[src/rtl/serial_add_pkg.sv]
// serial_add_pkg: state encoding and sizing helpers shared by the serial adder files
package serial_add_pkg;
    typedef enum logic [2:0] {
        IDLE  = 3'd0,
        LOAD  = 3'd1,
        SHIFT = 3'd2,
        DRAIN = 3'd3,
        DONE  = 3'd4
    } state_t;
    function automatic int cnt_w(input int width);
        return (width > 1) ? $clog2(width) : 1;
    endfunction
endpackage

[src/rtl/serial_add_ctrl_if.sv]
// serial_add_ctrl_if: host handshake, operand bit streams and result bundle of the serial adder
interface serial_add_ctrl_if #(parameter int WIDTH = 8);
    logic             start_i;
    logic             a_bit_i;
    logic             b_bit_i;
    logic             load_o;
    logic             shift_en_o;
    logic             busy_o;
    logic             done_o;
    logic [WIDTH-1:0] sum_o;
    logic             cout_o;
    modport master (output start_i, a_bit_i, b_bit_i, input load_o, shift_en_o, busy_o, done_o, sum_o, cout_o);
    modport slave  (input start_i, a_bit_i, b_bit_i, output load_o, shift_en_o, busy_o, done_o, sum_o, cout_o);
endinterface

[src/rtl/serial_add_acc.sv]
// serial_add_acc: carry flop, full adder and LSB-first sum accumulator
module serial_add_acc #(parameter int WIDTH = 8) (
    input  logic             clk_i,
    input  logic             rst_n,
    input  logic             clr,
    input  logic             add_en,
    input  logic             a,
    input  logic             b,
    output logic [WIDTH-1:0] acc,
    output logic             carry
);
    // each add shifts the new sum bit in at the top, so after WIDTH adds bit 0 sits at acc[0]
    always_ff @(posedge clk_i or negedge rst_n) begin
        if (!rst_n) begin
            acc   <= '0;
            carry <= 1'b0;
        end else if (clr) begin
            acc   <= '0;
            carry <= 1'b0;
        end else if (add_en) begin
            acc   <= {a ^ b ^ carry, acc[WIDTH-1:1]};
            carry <= (a & b) | (a & carry) | (b & carry);
        end
    end
endmodule

[src/rtl/serial_add_ctrl.sv]
// serial_add_ctrl: sequencer for the operand registers and bit-serial adder with start/busy/done handshake
module serial_add_ctrl
    import serial_add_pkg::*;
#(
    parameter int WIDTH = 8
) (
    input  logic                clk_i,
    input  logic                rst_n,
    serial_add_ctrl_if.slave    bus
);
    localparam int CW = cnt_w(WIDTH);
    state_t           r_state;
    state_t           w_next;
    logic [CW-1:0]    r_cnt;
    logic             r_add_en;
    logic [WIDTH-1:0] r_sum;
    logic             r_cout;
    logic [WIDTH-1:0] w_acc;
    logic             w_carry;
    logic             w_clr;
    logic             w_last;
    assign w_clr  = (r_state == LOAD);
    assign w_last = (r_cnt == CW'(WIDTH - 1));
    // state register
    always_ff @(posedge clk_i or negedge rst_n) begin
        if (!rst_n) r_state <= IDLE;
        else        r_state <= w_next;
    end
    // next state and Moore strobes; DRAIN waits until the delayed add enable has retired the last bit
    always_comb begin
        w_next         = r_state;
        bus.load_o     = (r_state == LOAD);
        bus.shift_en_o = (r_state == SHIFT);
        bus.busy_o     = (r_state != IDLE);
        bus.done_o     = (r_state == DONE);
        case (r_state)
            IDLE:    w_next = bus.start_i ? LOAD : IDLE;
            LOAD:    w_next = SHIFT;
            SHIFT:   w_next = w_last ? DRAIN : SHIFT;
            DRAIN:   w_next = r_add_en ? DRAIN : DONE;
            DONE:    w_next = IDLE;
            default: w_next = IDLE;
        endcase
    end
    // bit counter runs only in SHIFT; add enable lags shift enable to match the registered operand bits
    always_ff @(posedge clk_i or negedge rst_n) begin
        if (!rst_n) begin
            r_cnt    <= '0;
            r_add_en <= 1'b0;
        end else begin
            r_cnt    <= (r_state == SHIFT) ? r_cnt + 1'b1 : '0;
            r_add_en <= bus.shift_en_o;
        end
    end
    // capture the finished result on entry to DONE and hold it until the next one
    always_ff @(posedge clk_i or negedge rst_n) begin
        if (!rst_n) begin
            r_sum  <= '0;
            r_cout <= 1'b0;
        end else if (r_state == DRAIN && !r_add_en) begin
            r_sum  <= w_acc;
            r_cout <= w_carry;
        end
    end
    assign bus.sum_o  = r_sum;
    assign bus.cout_o = r_cout;
    serial_add_acc #(.WIDTH(WIDTH)) u_acc (
        .clk_i  (clk_i),
        .rst_n  (rst_n),
        .clr    (w_clr),
        .add_en (r_add_en),
        .a      (bus.a_bit_i),
        .b      (bus.b_bit_i),
        .acc    (w_acc),
        .carry  (w_carry)
    );
endmodule
[src/flat_wrapper.sv]
// flat-port wrapper written by rule: the top's interface ports become plain ports
module serial_add_ctrl_flat import serial_add_pkg::*;
#(
    parameter int WIDTH = 8
)
  (clk_i, rst_n, bus_start_i, bus_a_bit_i, bus_b_bit_i, bus_load_o, bus_shift_en_o, bus_busy_o, bus_done_o, bus_sum_o, bus_cout_o);
  serial_add_ctrl_if #(.WIDTH(WIDTH)) bus_i ();
  input  logic clk_i;
  input  logic rst_n;
  input wire logic [$bits(bus_i.start_i)-1:0] bus_start_i;
  input wire logic [$bits(bus_i.a_bit_i)-1:0] bus_a_bit_i;
  input wire logic [$bits(bus_i.b_bit_i)-1:0] bus_b_bit_i;
  output wire logic [$bits(bus_i.load_o)-1:0] bus_load_o;
  output wire logic [$bits(bus_i.shift_en_o)-1:0] bus_shift_en_o;
  output wire logic [$bits(bus_i.busy_o)-1:0] bus_busy_o;
  output wire logic [$bits(bus_i.done_o)-1:0] bus_done_o;
  output wire logic [$bits(bus_i.sum_o)-1:0] bus_sum_o;
  output wire logic [$bits(bus_i.cout_o)-1:0] bus_cout_o;
  assign bus_i.start_i = bus_start_i;
  assign bus_i.a_bit_i = bus_a_bit_i;
  assign bus_i.b_bit_i = bus_b_bit_i;
  assign bus_load_o = bus_i.load_o;
  assign bus_shift_en_o = bus_i.shift_en_o;
  assign bus_busy_o = bus_i.busy_o;
  assign bus_done_o = bus_i.done_o;
  assign bus_sum_o = bus_i.sum_o;
  assign bus_cout_o = bus_i.cout_o;
  serial_add_ctrl #(.WIDTH(WIDTH)) u_core (.clk_i(clk_i), .rst_n(rst_n), .bus(bus_i));
endmodule
[config.mk]
export PLATFORM = sky130hd
export DESIGN_NAME = serial_add_ctrl_flat
export DESIGN_NICKNAME = d
export VERILOG_FILES = /design/src/rtl/serial_add_pkg.sv /design/src/rtl/serial_add_ctrl_if.sv /design/src/rtl/serial_add_acc.sv /design/src/rtl/serial_add_ctrl.sv /design/src/flat_wrapper.sv
export SDC_FILE = /design/constraint.sdc
export NUM_CORES = 1
export LEC_CHECK = 0
export CORE_UTILIZATION = 54
export CTS_BUF_LIST = sky130_fd_sc_hd__clkbuf_2 sky130_fd_sc_hd__clkbuf_4 sky130_fd_sc_hd__clkbuf_8
export CTS_CLUSTER_DIAMETER = 120
export DETAILED_ROUTE_END_ITERATION = 6
export GPL_ROUTABILITY_DRIVEN = 1
export PLACE_DENSITY_LB_ADDON = 0.08
export SYNTH_ARGS = -nofsm -noshare
export SYNTH_HDL_FRONTEND = slang
export SYNTH_SLANG_ARGS = --single-unit
[constraint.sdc]
create_clock -name clk_i -period 1.9 [get_ports clk_i]
set_clock_uncertainty 0.1 [all_clocks]
set_input_delay 0.38 -clock clk_i [delete_from_list [all_inputs] [get_ports clk_i]]
set_output_delay 0.38 -clock clk_i [all_outputs]
set_load 0.02 [all_outputs]
==> results of run 1 <==
-- routing by layer --
metal | routed length [um] | part of all wire [%] | global-route usage [%] | vias up
met5 | 0 | 0 | 0 | -
met4 | 21 | 1.1 | 9.14 | 0
met3 | 57 | 3.1 | 3.53 | 2
met2 | 846 | 46 | 31.1 | 13
met1 | 914 | 50 | 27.3 | 309
li1 | - | - | - | 304
-- critical path: cells and delay by family, from the launching register on --
kind | cells | cell delay [ns]
buffers and inverters | 1 | 0.14
DFF | 1 | 0.48
and+or+nand+nor | 1 | 0.49
-- flip-flops by register name (all words and copies together), names as in the netlist --
register	count
u_core.r_state	3
u_core.r_add_en	1
u_core.bus.cout_o	1
u_core.u_acc.carry	1
u_core.u_acc.acc	8
u_core.r_cnt	3
u_core.bus.sum_o	8
-- power by group through the flow --
| stage | sequential [mW] | combinational [mW] | clock, mW |
|---|---|---|---|
| after floorplan | 0.985 | 0.629 | 0 |
| after global placement | 0.936 | 1.06 | 0 |
| after detailed placement | 0.950 | 1.09 | 0 |
| after CTS | 0.941 | 1.10 | 0.243 |
| after global routing | 0.981 | 1.22 | 0.269 |
| final | 0.949 | 1.14 | 0.242 |
-- layout make-up --
class	instances	area, sq um
timing repair buffer	26	236
clock buffer	3	22.5
fill	131	447
clock inverter	1	7.51
sequential	25	629
multi-input combinational	44	428
tap	25	31.3
-- placed cells by master (no fill, tap or decap) --
master           synthesis  layout
nor2_1                  10      10
clkbuf_4                 0       3
mux2_4                   9       9
clkinvlp_4               0       1
and2_2                   1       1
o31ai_1                  1       1
buf_4                    0       9
dfrtp_1                 25      22
nand4b_1                 1       1
nor3_1                   1       1
nor3b_2                  1       1
buf_6                    2       1
nor4b_1                  1       1
ha_1                     2       2
clkdlybuf4s50_1          0      13
dfrtp_2                  0       3
and4bb_1                 1       1
fa_1                     1       1
mux2i_1                 10      10
clkdlybuf4s15_2          0       2
and2_1                   2       2
or3_2                    1       1
buf_2                    2       1
and3b_1                  1       1
nor3b_4                  0       1
-- logic make-up after synthesis --
kind of cell	Yosys count	synth area share, %
compound gates	1	0.696
fa+ha+maj	3	4.17
mux	19	21.8
flops	25	57.9
buf+inv	5	3.48
simple gates	21	11.9
-- stage by stage --
stage	util, %	setup TNS [ns]
5_1_grt	75.2	-0.0748
3_3_place_gp	71.9	-0.0394
2_1_floorplan	-	0
3_5_place_dp	71.9	-0.0790
6_report	75.2	-0.000652
4_1_cts	74.0	-0.00208
-- final timing paths --
kind / to / slack (ns) / cells after the start
min in group clk_i: u_core.r_cnt[0] / 0.37 / 1
worst min register to register: u_core.r_cnt[0] / 0.37 / 1
worst max-delay path: bus_busy_o / -0.0007 / 2
worst max register to register: u_core.bus.sum_o[5] / 0.39 / 4
worst min-delay path: u_core.u_acc.acc[0] / 0.31 / 2
max in group asynchronous: u_core.r_state[2] / 1.14 / 2
-- repair_timing --
| item | 4_1_cts | 5_1_grt |
|---|---|---|
| gates resized for setup | 17 | 5 |
| buffers inserted | 1 | 1 |
| endpoints found under the hold margin | 0 | 0 |
| pin swaps | 0 | 0 |
| setup endpoints to repair | 4 | 3 |
==> flow_summary_export.csv, run 1 <==
group,metric,value,unit
sta,tightest_slew,0.309,ns
global_routing,grt_pass1_wl,2.91,mm
critical_path,path_class,"flip-flop to output pin",
yosys,seq_area_frac_synth,57.9,%
cells_and_area,drive_gt1_share,33.3,%
yosys,synth_top_area_cell,"dfrtp_1",
placed_design,place_area,1300,sq um
clock_network,h-tree-depth,1,
sta,post-route-min-period,1.90,ns
sta,min_period_over_period,100,%
power_and_ir_drop,swShare,36.0,%
global_routing,grt_pass1_vias,639,
sta,timing.final.hold_violations,0,
yosys,post-synth-top-count-cell,"dfrtp_1",
sta,slew_headroom,79.4,%
power_and_ir_drop,p_comb_share,48.8,%
detailed_routing,dr.pass1.iters,3,
critical_path,cp-start-kind,"flip-flop",
detailed_routing,wl,1.84,mm
critical_path,critical_path_arrival,1.42,ns
yosys,synthArstFlopShare,100,%
clock_network,hold_buffers,0,
critical_path,cpMaxStageDelayCell,"or3_2",
critical_path,cpPeakStageDelay,0.49,ns
floorplan,fp.dieH,46.7,um
floorplan,die-width,46.7,um
cells_and_area,instances_no_fill,124,
clock_network,cts.clk_slew.worst_paths,0.14,ns
sta,rsz0062_at_grt,"yes",
power_and_ir_drop,intPower,1.49,mW
power_and_ir_drop,total_power,2.33,mW
placed_design,io_buffers,17,
yosys,syn_nets,82,
cells_and_area,n_antenna_cell,0,
clock_network,cts_buffer_depth,2,
power_and_ir_drop,clkPwrFrac,10.4,%
clock_network,cts_buffers,3,
yosys,postSynthAreaPerCell,14.6,sq um
critical_path,end_kind,"output pin",
hold_path,hold_path.class,"primary input to asynchronous set/reset pin",
floorplan,core,1800,sq um
cells_and_area,nNetsFinal,108,
critical_path,crit_fanout,6,
detailed_routing,via_count,628,
floorplan,num_rows,15,
yosys,ys_warn_count,0,
yosys,syn_area,1080,sq um
detailed_routing,wl_per_cell,14.8,um
yosys,synthCells,74,
power_and_ir_drop,irDropWorstVdd,1.19,mV
sta,finalSetupViolations,1,
yosys,yosysUniqueCellTypes,20,
global_routing,antenna_found_initial,0,
placed_design,place_hpwl,1.23,mm
run_status,outcome,"finished with violations",
global_routing,grt_overflow,0,
sta,worst_slack,-0.000652,ns
power_and_ir_drop,power_frac_seq,40.8,%
critical_path,r2r_start,"u_core.r_state[0]",
yosys,ys_seq_elements,25,
yosys,ys.flop_type,"dfrtp_1",
placed_design,dp_slack,-0.0405,ns
critical_path,worst_ep_required_time,1.42,ns
critical_path,crit_chain,"or3_2 > buf_6",
power_and_ir_drop,p_leak,0.655,nW
critical_path,startpoint,"u_core.r_state[0]",
sta,whs,0.307,ns
sta,max_freq,526,MHz
yosys,yosys-top-cells-count,"dfrtp_1 (25), mux2i_1 (10), nor2_1 (10), mux2_4 (9)",
detailed_routing,ant_nets,0,
placed_design,gp_congestion,0.756,
clock_network,cts_root_buf,"clkbuf_4",
run_status,violations,"setup timing",
floorplan,ioPinCount,18,
global_routing,grt_max_degree,26,
detailed_routing,drt_iter0_markers,4,
clock_network,cts.sinks,25,
detailed_routing,drc,0,
global_routing,grtUsageTotal,20.0,%
sta,final-max-slew-violation-count,0,
power_and_ir_drop,cellPowerDensity,1720,nW/um^2
job,cap_violations,0,
floorplan,die_area,2180,sq um
yosys,synth.area.top_cells,"dfrtp_1 (58%), mux2_4 (13%), mux2i_1 (9.3%)",
power_and_ir_drop,p_sw,837,uW
detailed_routing,avgViaCountPerCell,5.06,
clock_network,clkLatencyLatePin,0.31,ns
cells_and_area,design_area,1360,sq um
floorplan,start_util,59.9,%
yosys,synth-edff-count,0,
placed_design,dp.cells,118,
clock_network,cts_tree,"done",
yosys,netlist.area_leader.share,57.9,%
cells_and_area,syn_to_final_growth,25.5,%
Note: power is estimated with default switching activity, not from simulation.
==> run 2, diff against run 1 <==
--- a/config.mk
+++ b/config.mk
@@ -5,12 +5,14 @@
 export SDC_FILE = /design/constraint.sdc
 export NUM_CORES = 1
 export LEC_CHECK = 0
-export CORE_UTILIZATION = 54
+export CORE_ASPECT_RATIO = 2
+export CORE_UTILIZATION = 27
 export CTS_BUF_LIST = sky130_fd_sc_hd__clkbuf_2 sky130_fd_sc_hd__clkbuf_4 sky130_fd_sc_hd__clkbuf_8
 export CTS_CLUSTER_DIAMETER = 120
 export DETAILED_ROUTE_END_ITERATION = 6
 export GPL_ROUTABILITY_DRIVEN = 1
-export PLACE_DENSITY_LB_ADDON = 0.08
+export PLACE_DENSITY_LB_ADDON = 0.15
 export SYNTH_ARGS = -nofsm -noshare
 export SYNTH_HDL_FRONTEND = slang
 export SYNTH_SLANG_ARGS = --single-unit
+export TNS_END_PERCENT = 20
==> run 2 against run 1 <==
Effect of this change:
- the run now ends clean
- die area is 96% higher
- sequential power is 1% lower
- sequential share of layout area is 0.69 points lower
- cell area is 1.1% higher
- combinational power is 8% lower
- total power is 0.32% lower
- via count is 2.2% higher
- flip-flop and latch count stayed put
- critical path type unchanged
- largest cell class unchanged
==> flow_summary_export.csv, run 2 (synthesized netlist as in run 1, its figures left out) <==
group,metric,value,unit
sta,max_freq,542,MHz
clock_network,cts.clk_slew.worst_paths,0.09,ns
clock_network,h-tree-depth,1,
clock_network,cts_setup_buffers,0,
sta,rsz0062_at_grt,"no",
global_routing,grt_pass1_wl,3.35,mm
cells_and_area,design_area,1370,sq um
floorplan,ioPinCount,18,
sta,tightest_slew,0.326,ns
sta,whs,0.354,ns
cells_and_area,nNetsFinal,107,
floorplan,die-width,46.7,um
global_routing,grt_overflow,0,
global_routing,antenna_found_initial,0,
power_and_ir_drop,total_power,2.32,mW
critical_path,crit_fanout,8,
critical_path,crit_chain,"or3_2 > buf_2",
sta,fin_tns_setup,0,ns
clock_network,cts_buffer_depth,2,
job,cap_violations,0,
critical_path,path_class,"flip-flop to output pin",
sta,min_period_over_period,97.2,%
critical_path,critical_path_arrival,1.37,ns
floorplan,start_util,28.1,%
floorplan,fp.dieH,91.4,um
cells_and_area,instances_no_fill,149,
cells_and_area,n_antenna_cell,0,
critical_path,cpPeakStageDelay,0.47,ns
critical_path,crit_buf_inv,1,
power_and_ir_drop,p_leak,0.662,nW
run_status,outcome,"finished clean",
floorplan,num_rows,32,
detailed_routing,drt_iter0_markers,10,
sta,post-route-min-period,1.85,ns
floorplan,core,3840,sq um
placed_design,io_buffers,17,
sta,finalSetupViolations,0,
hold_path,hold_path.class,"flip-flop to flip-flop",
clock_network,cts_buffers,3,
cells_and_area,layout_common_cells,"dfrtp_1 (24), clkdlybuf4s50_1 (13), nor2_1 (10), mux2i_1 (10), mux2_4 (9)",
detailed_routing,wl,1.96,mm
detailed_routing,avgViaCountPerCell,4.31,
detailed_routing,ant_nets,0,
placed_design,place_area,1340,sq um
cells_and_area,drive_gt1_share,28.6,%
clock_network,hold_buffers,0,
sta,final-max-slew-violation-count,0,
floorplan,die_area,4270,sq um
placed_design,gp_congestion,0.698,
critical_path,end_kind,"output pin",
placed_design,place_hpwl,1.38,mm
global_routing,grtUsageTotal,11.0,%
critical_path,worst_ep_required_time,1.42,ns
clock_network,cts.sinks,25,
detailed_routing,wl_per_cell,13.1,um
critical_path,cpMaxStageDelayCell,"or3_2",
global_routing,grt_pass1_vias,705,
power_and_ir_drop,cellPowerDensity,1690,nW/um^2
clock_network,clkLatencyLatePin,0.27,ns
clock_network,cts_root_buf,"clkbuf_8",
detailed_routing,via_count,642,
critical_path,cpLargestDelayFamily,"simple AND/OR/NAND/NOR gates",
power_and_ir_drop,irDropWorstVdd,0.762,mV
cells_and_area,layout_commonest_cell,"dfrtp_1",
cells_and_area,syn_to_final_growth,26.9,%
placed_design,dp.cells,145,
global_routing,grt_max_degree,26,
clock_network,cts_tree,"done",
critical_path,cp-start-kind,"flip-flop",
sta,timing.final.hold_violations,0,
detailed_routing,dr.pass1.iters,3,
detailed_routing,drc,0,
sta,slew_headroom,78.3,%
==> run 2: cell types whose count changed in the layout (fill, tap and decap cells not counted) <==
cell             previous run  this run
dfrtp_2                     3         1
dlygate4sd2_1               0         1
buf_4                       9         8
buf_6                       1         0
clkdlybuf4s15_2             2         0
clkbuf_8                    0         3
nor3b_1                     0         1
clkbuf_2                    0         2
clkbuf_4                    3         1
clkinvlp_4                  1         0
dfrtp_1                    22        24
nor3b_4                     1         0
==> run 2: through the flow <==
stage / util, % / setup WS, ns
4_1_cts: 35.9 / 0.00136
3_5_place_dp: 34.8 / -0.0522
5_1_grt: 35.6 / 0.00586
3_3_place_gp: 34.8 / -0.0291
6_report: 35.6 / 0.0541
2_1_floorplan: - / 0.285
==> run 2: power breakdown <==
part           total, mW  switching, mW  internal, mW  leakage (nW)
sequential         0.938          0.173         0.765         0.320
combinational       1.05          0.472         0.581         0.316
clock              0.329          0.165         0.164        0.0262
total               2.32          0.810          1.51         0.662
==> run 2: per-layer routing <==
metal / share of wire (%) / track usage, %
met1: 44 / 13.5
met2: 51 / 17.1
met3: 2.9 / 1.99
met4: 2.3 / 6.43
met5: 0 / 0
==> run 2: area by class of cell <==
cell class | count | area (sq um)
Multi-Input combinational cell | 44 | 417
Tap cell | 51 | 63.8
Timing Repair Buffer | 25 | 214
Fill cell | 411 | 2470
Sequential cell | 25 | 627
Clock buffer | 4 | 48.8
==> run 2: repair_timing <==
action / in CTS / in global routing
pin swaps: 0 / 0
gates resized for setup: 9 / 4
setup endpoints to repair: 4 / 2
==> run 2: path summary, 6_finish.rpt <==
kind | depth (start not counted) | slack (ns) | start | end
setup / recovery | 2 | 0.05 | u_core.r_state[0] | bus_busy_o
hold / removal | 1 | 0.35 | u_core.r_cnt[0] | u_core.r_cnt[0]
setup reg to reg | 4 | 0.35 | u_core.r_state[1] | u_core.bus.sum_o[5]
hold reg to reg | 1 | 0.35 | u_core.r_cnt[0] | u_core.r_cnt[0]
max in group asynchronous | 2 | 1.07 | rst_n | u_core.r_state[0]
min in group asynchronous | 2 | 0.37 | rst_n | u_core.r_state[2]
